[config.mk]
export PLATFORM = sky130hd
export DESIGN_NAME = bp_sound_cmd_latch
export DESIGN_NICKNAME = d
export VERILOG_FILES = /design/src/rtl/bp_sound_cmd_latch.sv
export SDC_FILE = /design/constraint.sdc
export NUM_CORES = 1
export LEC_CHECK = 0
export ABC_AREA = 1
export CELL_PAD_IN_SITES_DETAIL_PLACEMENT = 1
export CELL_PAD_IN_SITES_GLOBAL_PLACEMENT = 1
export CORE_MARGIN = 4
export CORE_UTILIZATION = 37
export DETAILED_ROUTE_END_ITERATION = 10
export PLACE_DENSITY = 0.82
export RECOVER_POWER = 50
export SYNTH_ARGS = -nofsm -noshare
export SYNTH_HDL_FRONTEND = slang
export SYNTH_SLANG_ARGS = --single-unit
[constraint.sdc]
create_clock -name clk_49m -period 1.3 [get_ports clk_49m]
set_input_delay 0.39 -clock clk_49m [delete_from_list [all_inputs] [get_ports clk_49m]]
set_output_delay 0.39 -clock clk_49m [all_outputs]
set_load 0.01 [all_outputs]
[src/rtl/bp_sound_cmd_latch.sv]
// Sound command mailbox between the Blue Print main CPU board and the sound PCB.
// The main CPU writes a command byte. The block latches it, holds the sound Z80
// NMI low for a fixed number of sound clock ticks, and tracks whether the byte
// has been read. A vblank rising edge raises a timed IRQ that the sound CPU can
// acknowledge early. All outputs come straight from flops.
module bp_sound_cmd_latch #(
    parameter int unsigned NMI_TICKS = 32,
    parameter int unsigned IRQ_TICKS = 64
) (
    input  logic       clk_49m,
    input  logic       reset,
    input  logic       snd_cen,
    input  logic       pause,
    input  logic [7:0] sound_cmd,
    input  logic       sound_cmd_wr,
    input  logic       vblank,
    input  logic       snd_rd_latch,
    input  logic       snd_irq_ack,
    output logic [7:0] snd_data_out,
    output logic       cmd_pending,
    output logic       snd_nmi_n,
    output logic       snd_irq_n,
    output logic [7:0] overrun_cnt
);

    localparam logic [7:0] NMI_LOAD = 8'(NMI_TICKS);
    localparam logic [7:0] IRQ_LOAD = 8'(IRQ_TICKS);

    logic [7:0] data_q, data_d;
    logic       pend_q, pend_d;
    logic       nmi_n_q, nmi_n_d;
    logic       irq_n_q, irq_n_d;
    logic [7:0] ovr_q, ovr_d;
    logic [7:0] nmi_cnt_q, nmi_cnt_d;
    logic [7:0] irq_cnt_q, irq_cnt_d;
    logic       wr_d_q, wr_d_d;
    logic       vb_d_q, vb_d_d;

    logic       wr_evt;
    logic       vb_evt;
    logic       tick;

    assign wr_evt = sound_cmd_wr & ~wr_d_q;
    assign vb_evt = vblank & ~vb_d_q;
    // Timers only advance on an unpaused sound clock enable.
    assign tick   = snd_cen & ~pause;

    // Next-state logic for the latch, the NMI timer and the IRQ timer.
    always_comb begin
        data_d    = data_q;
        pend_d    = pend_q;
        nmi_n_d   = nmi_n_q;
        irq_n_d   = irq_n_q;
        ovr_d     = ovr_q;
        nmi_cnt_d = nmi_cnt_q;
        irq_cnt_d = irq_cnt_q;
        wr_d_d    = sound_cmd_wr;
        vb_d_d    = vblank;

        // A write takes priority over a read and reloads a running NMI
        // without releasing it, so the sound CPU sees no extra falling edge.
        if (wr_evt) begin
            data_d    = sound_cmd;
            pend_d    = 1'b1;
            nmi_cnt_d = NMI_LOAD;
            nmi_n_d   = 1'b0;
            if (pend_q && (ovr_q != 8'hFF)) begin
                ovr_d = ovr_q + 8'd1;
            end else begin
                ovr_d = ovr_q;
            end
        end else begin
            if (snd_rd_latch) begin
                pend_d = 1'b0;
            end else begin
                pend_d = pend_q;
            end
            if (!nmi_n_q && tick) begin
                if (nmi_cnt_q <= 8'd1) begin
                    nmi_cnt_d = 8'd0;
                    nmi_n_d   = 1'b1;
                end else begin
                    nmi_cnt_d = nmi_cnt_q - 8'd1;
                    nmi_n_d   = 1'b0;
                end
            end else begin
                nmi_cnt_d = nmi_cnt_q;
                nmi_n_d   = nmi_n_q;
            end
        end

        // A new vblank edge beats a same-cycle acknowledge. An acknowledge
        // while the IRQ is already released has no effect.
        if (vb_evt) begin
            irq_n_d   = 1'b0;
            irq_cnt_d = IRQ_LOAD;
        end else if (!irq_n_q) begin
            if (snd_irq_ack) begin
                irq_n_d   = 1'b1;
                irq_cnt_d = 8'd0;
            end else if (tick) begin
                if (irq_cnt_q <= 8'd1) begin
                    irq_n_d   = 1'b1;
                    irq_cnt_d = 8'd0;
                end else begin
                    irq_n_d   = 1'b0;
                    irq_cnt_d = irq_cnt_q - 8'd1;
                end
            end else begin
                irq_n_d   = irq_n_q;
                irq_cnt_d = irq_cnt_q;
            end
        end else begin
            irq_n_d   = irq_n_q;
            irq_cnt_d = irq_cnt_q;
        end
    end

    // State registers. vblank history resets high so that a vblank already
    // high at reset release does not raise an IRQ.
    always_ff @(posedge clk_49m) begin
        if (reset) begin
            data_q    <= 8'h00;
            pend_q    <= 1'b0;
            nmi_n_q   <= 1'b1;
            irq_n_q   <= 1'b1;
            ovr_q     <= 8'h00;
            nmi_cnt_q <= 8'h00;
            irq_cnt_q <= 8'h00;
            wr_d_q    <= 1'b0;
            vb_d_q    <= 1'b1;
        end else begin
            data_q    <= data_d;
            pend_q    <= pend_d;
            nmi_n_q   <= nmi_n_d;
            irq_n_q   <= irq_n_d;
            ovr_q     <= ovr_d;
            nmi_cnt_q <= nmi_cnt_d;
            irq_cnt_q <= irq_cnt_d;
            wr_d_q    <= wr_d_d;
            vb_d_q    <= vb_d_d;
        end
    end

    assign snd_data_out = data_q;
    assign cmd_pending  = pend_q;
    assign snd_nmi_n    = nmi_n_q;
    assign snd_irq_n    = irq_n_q;
    assign overrun_cnt  = ovr_q;

endmodule

; After elaboration in Yosys (flattened, before gate mapping)
; Cells that the tools add are included.
; Widths: inputs -> output; s select.
[word_totals]
regBits = 37
[classes]
bitwise = 7
add_sub_neg = 3
reduce_logical = 12
n_eq_ne = 2
n_mux = 18
magnitude_cmp = 2
[op_table]
columns = cell, n
row1 = $mux 8, 4
row2 = $le 8x1->1 const B, 2
row3 = $sub 8x1->8 const B, 2
row4 = $mux 7, 2
row5 = $mux 6, 2
row6 = $mux 1, 10
row7 = $add 8x1->8 const B, 1
row8 = $ne 8x8->1 const B, 1
row9 = $reduce_and 2->1, 3
row10 = $reduce_bool 2->1, 3
row11 = $not 1->1, 4
row12 = $reduce_or 2->1, 2
row13 = $and 1x1->1, 3
row14 = $reduce_bool 3->1, 1
row15 = $logic_and 1x1->1, 2
row16 = $ne 2x1->1 const B, 1
row17 = $logic_not 1->1, 1

; Depth between registers and ports, before layout
[logic_depth]
word_depth = 6
depth_mapped = 9

; Worst setup path before layout
; Ideal clock, no wire load.
[synth_path]
path_type = register -> register
from = reg ovr_q[0], in the netlist overrun_cnt[0]
to = reg ovr_q[1], in the netlist overrun_cnt[1]
path_stages_with_launch = 9
path_slack_ps = -12
t_arrival_ps = 1197
path_buffers = 0
period_less_slack_ps = 1312
required_time_ps = 1184
cell_sequence = dfxtp_1 ha_1 nand2_2 inv_2 nand4_4 nand2_4 inv_4 nor2_1 nor2_1
[synth_via]
elab_chain_len = 3
[synth_rtl]
columns = element, line_no
row1 = "start, declared", 33  ; logic [7:0] ovr_q, ovr_d;
row2 = "start signal, assigned", 137  ; ovr_q <= ovr_d;
row3 = "parallel branches: the longest is 3 deep, another holds $add 8x1->8", --
; Parallel ways; which one is timed is not known.
; A chain may end at the register's enable or synchronous reset.

; Worst setup path after layout
[layout_path]
from = reg nmi_cnt_q[1]
to = reg nmi_cnt_q[6]
[layout_via]
elab_chain_len = 2
[layout_rtl]
columns = element, line_no
row1 = "start, declared", 34  ; logic [7:0] nmi_cnt_q, nmi_cnt_d;
row2 = "start signal, assigned", 138  ; nmi_cnt_q <= nmi_cnt_d;
row3 = $sub 8x1->8 or $le 8x1->1 (tied branches), "83, 79"
row4 = $mux 8 (*), 79  ; if (nmi_cnt_q <= 8'd1) begin
; Mark *: on every way between the ends. The rest lies on a longest branch, timed or not.

==> results.md <==
* Syn Area/Cell at between 7 and 8 µm²
* Fraction of registers with async set/reset at 0%
* Post-synth EDFFs at 0
* DRT antenna net count at 0
* CTS Buf Count at 5
* Vias in the first global route at between 2000 and 2500
* Slowest CP cell: dfxtp_1
* DRC at 0
* Fillers at 641
* Initial antenna violation count at 0
* Dpl hpwl at between 4 and 5 mm
* Headroom to the max-slew limit at 74.5%
* Fin Hold WS at ~0.48 ns
* Synth area leader: dfxtp_1
* Leakage at between 1 and 1.5 nW
* Port bufs at 34
* Sequential element share of the synthesized area at roughly two fifths
* Top-count cell post-synth: nor2_1
* Nets@finish at 359
* Final hold violations at 0
* Fmax at 769 MHz
* H-tree Lvls at 2
* Clock root cell: clkbuf_8
* Die Y-Extent at 79.4 µm
* Footprint of the multi-input gates at approximately 1100 µm²
* CP most frequent cell: nor2_2
* CP Max Fanout at 7
* Area contributors post-synth: dfxtp_1, nor2_1, nand2_1, inv_1, o21ai_0
* Core area at 4820 µm²
* CTS clock-pin slew for the worst setup and hold paths at 0.07 ns
* Routed len/inst at roughly 15 µm
* Most used DFF post-synth: dfxtp_1
* Pre-antenna DRT Iters at 4
* Top-Level Pins at 35
* Syn Nets at between 200 and 300
* Seq. cell area at roughly 760 µm²
* Crit start category: flip-flop
* Crit-path cells: inv_1 -> ha_1 -> nor2_2 -> nor2_2 -> nand3_2 -> nand2_4 -> inv_2 -> nand2_1 -> nor2_1
* Final cycle utilization of the critical path at roughly 100%
* Actual slew at the worst max-slew pin at 0.381 ns
* Layout cell share with drive strength beyond 1 at between 30% and 40%
* Mapped Area at 1880 µm²
* Tot GR Track Use at between 20% and 30%
* Crit path kind: reg2reg
* GRT overflow at 0
* Final Core Density at a little under three fifths
* Clock period minus worst slack at between 1 and 1.5 ns
* Global-route wire length before repair at between 9 and 10 mm
* RSZ-0062 raised after global routing: true
* Pwr Density at approximately 940 nW/µm²
* Die Area at 6300 µm²
* Synth warnings at 0
* Via density at 4.83
* Max incr delay on CP at ~0.31 ns
* Routability cong. at a little under 0.8
* Pins Over Slew Limit at 0
* Hold WC Path Type: in2reg
* CTS max path bufs at 2
* CTS Hold Buffers Added at 0
* Area Growth Syn to Fin at 46.2%
* # rows at 25
* Synth Register Bits at 37
* Die width at a little under 80 µm
* WP data required at about 1.5 ns
* DR iter-0 viols at 60
* Run status: complete, no violations
* Mapped Cells at ~270
* TNS Setup at 0 ns
* Synth unique cells at 30
* Starting density of the core at around two fifths
* Setup ws final at approximately 0.00028 ns
* Endpoints failing setup at 0
* Final Power at about 0.0026 W
* Clock sink count at 37
* Share of the synthesized area in the top cell type at slightly below 40%
* Largest net degree at the start of global routing at 12
* Clock Latency Late Sink at between 0.2 and 0.3 ns
* Critical path capture point type: flip-flop
* CTS tree: yes
* Via count at 1961
* Diode count at 0
* Post-Place Setup Slack at -0.478 ns
* VDD IR max at 0.528 mV
* Drt total wl at 6.03 mm
* Max cap viols at 0
* Post-synth top cells: nor2_1, nand2_1, dfxtp_1, inv_1, o21ai_0
* Final clock skew at about 0.0052 ns
* Arrival time at the worst endpoint at 1.49 ns
[critical path, delay by kind of cell, from the launching register on]
| family | cells | cell delay [ns] |
|---|---|---|
| flip-flops | 1 | 0.31 |
| buffers and inverters | 2 | 0.15 |
| AND/OR/NAND/NOR | 6 | 0.56 |
| adder cells (fa/ha/maj) | 1 | 0.18 |
[cells in the final DEF (no fill, tap or decap), types with 4 or more instances in the layout]
cell type,n
dfxtp_1,29
nand3_1,9
nand2_4,6
nor2_4,7
nand2_1,40
o21ai_0,12
dfxtp_2,6
clkbuf_8,7
nor2_2,9
nor2_1,47
clkdlybuf4s15_1,4
clkdlybuf4s50_1,11
xor2_1,7
a21oi_1,12
clkbuf_1,9
clkbuf_2,7
inv_1,26
buf_4,29
nand3_2,5
inv_2,11
nand2_2,6
[cells by family (layout without fill, tap and decap cells)]
logic type	count (synthesis)	in the layout	share of synthesized area, %
AOI/OAI and AO/OA	31	31	8.70
buffers and inverters	43	117	9.43
DFF	37	37	39.3
and+or+nand+nor	140	140	35.1
xor gates and xnor gates	9	9	4.18
adders and majority gates	5	5	3.32
[state kept, by name, indices dropped and copies added, names as in the netlist]
register	cells
nmi_cnt_q	8
overrun_cnt	8
vb_d_q	1
snd_nmi_n	1
snd_irq_n	1
cmd_pending	1
wr_d_q	1
irq_cnt_q	8
snd_data_out	8
[where the power goes]
| group | switching [W] | leakage [nW] | total (W) | internal (W) |
|---|---|---|---|---|
| combinational | 0.000257 | 0.960 | 0.000461 | 0.000205 |
| clock | 0.000421 | 0.0542 | 0.000901 | 0.000480 |
| sequential | 0.0000363 | 0.307 | 0.00122 | 0.00118 |
| total | 0.000715 | 1.32 | 0.00258 | 0.00186 |
[cell type report]
cell class,instances,area share [%]
Multi-Input combinational cell,185,41.1
Sequential cell,37,27.4
Timing Repair Buffer,70,19.1
Inverter,39,5.68
Clock buffer,7,3.50
Tap cell,67,3.04
Clock inverter,1,0.182
[path summary, 6_finish.rpt]
| check | start | end | slack, ns | depth (start not counted) |
|---|---|---|---|---|
| min | snd_irq_ack | irq_cnt_q[6] | 0.48 | 4 |
| max | nmi_cnt_q[1] | nmi_cnt_q[6] | 0.0003 | 9 |
| min reg2reg | nmi_cnt_q[7] | nmi_cnt_q[7] | 0.49 | 2 |
| max reg2reg | nmi_cnt_q[1] | nmi_cnt_q[6] | 0.0003 | 9 |
[layer usage]
metal / track usage [%] / share of wire [%] / up-vias
met4: 8.59 / 3.3 / 0
met3: 4.99 / 4.0 / 21
li1: - / - / 967
met5: 0 / 0 / -
met1: 22.1 / 41 / 932
met2: 37.3 / 52 / 41
[timing repair]
| item | CTS | global route |
|---|---|---|
| endpoints found under the hold margin | 0 | 0 |
| gates resized for setup | 66 | 59 |
| gates cloned | 0 | 0 |
| setup buffers | 1 | 3 |
| pin swaps | 15 | 20 |
| setup endpoints to repair | 45 | 43 |
[stage by stage]
step / cell area (µm²) / cells
CTS: 2700 / 404
global placement: 2530 / 395
global route: 2760 / 406
detailed placement: 2530 / 395
finish: 2760 / 406
floorplan: 1890 / 265
(Power assumes the default switching activity.)
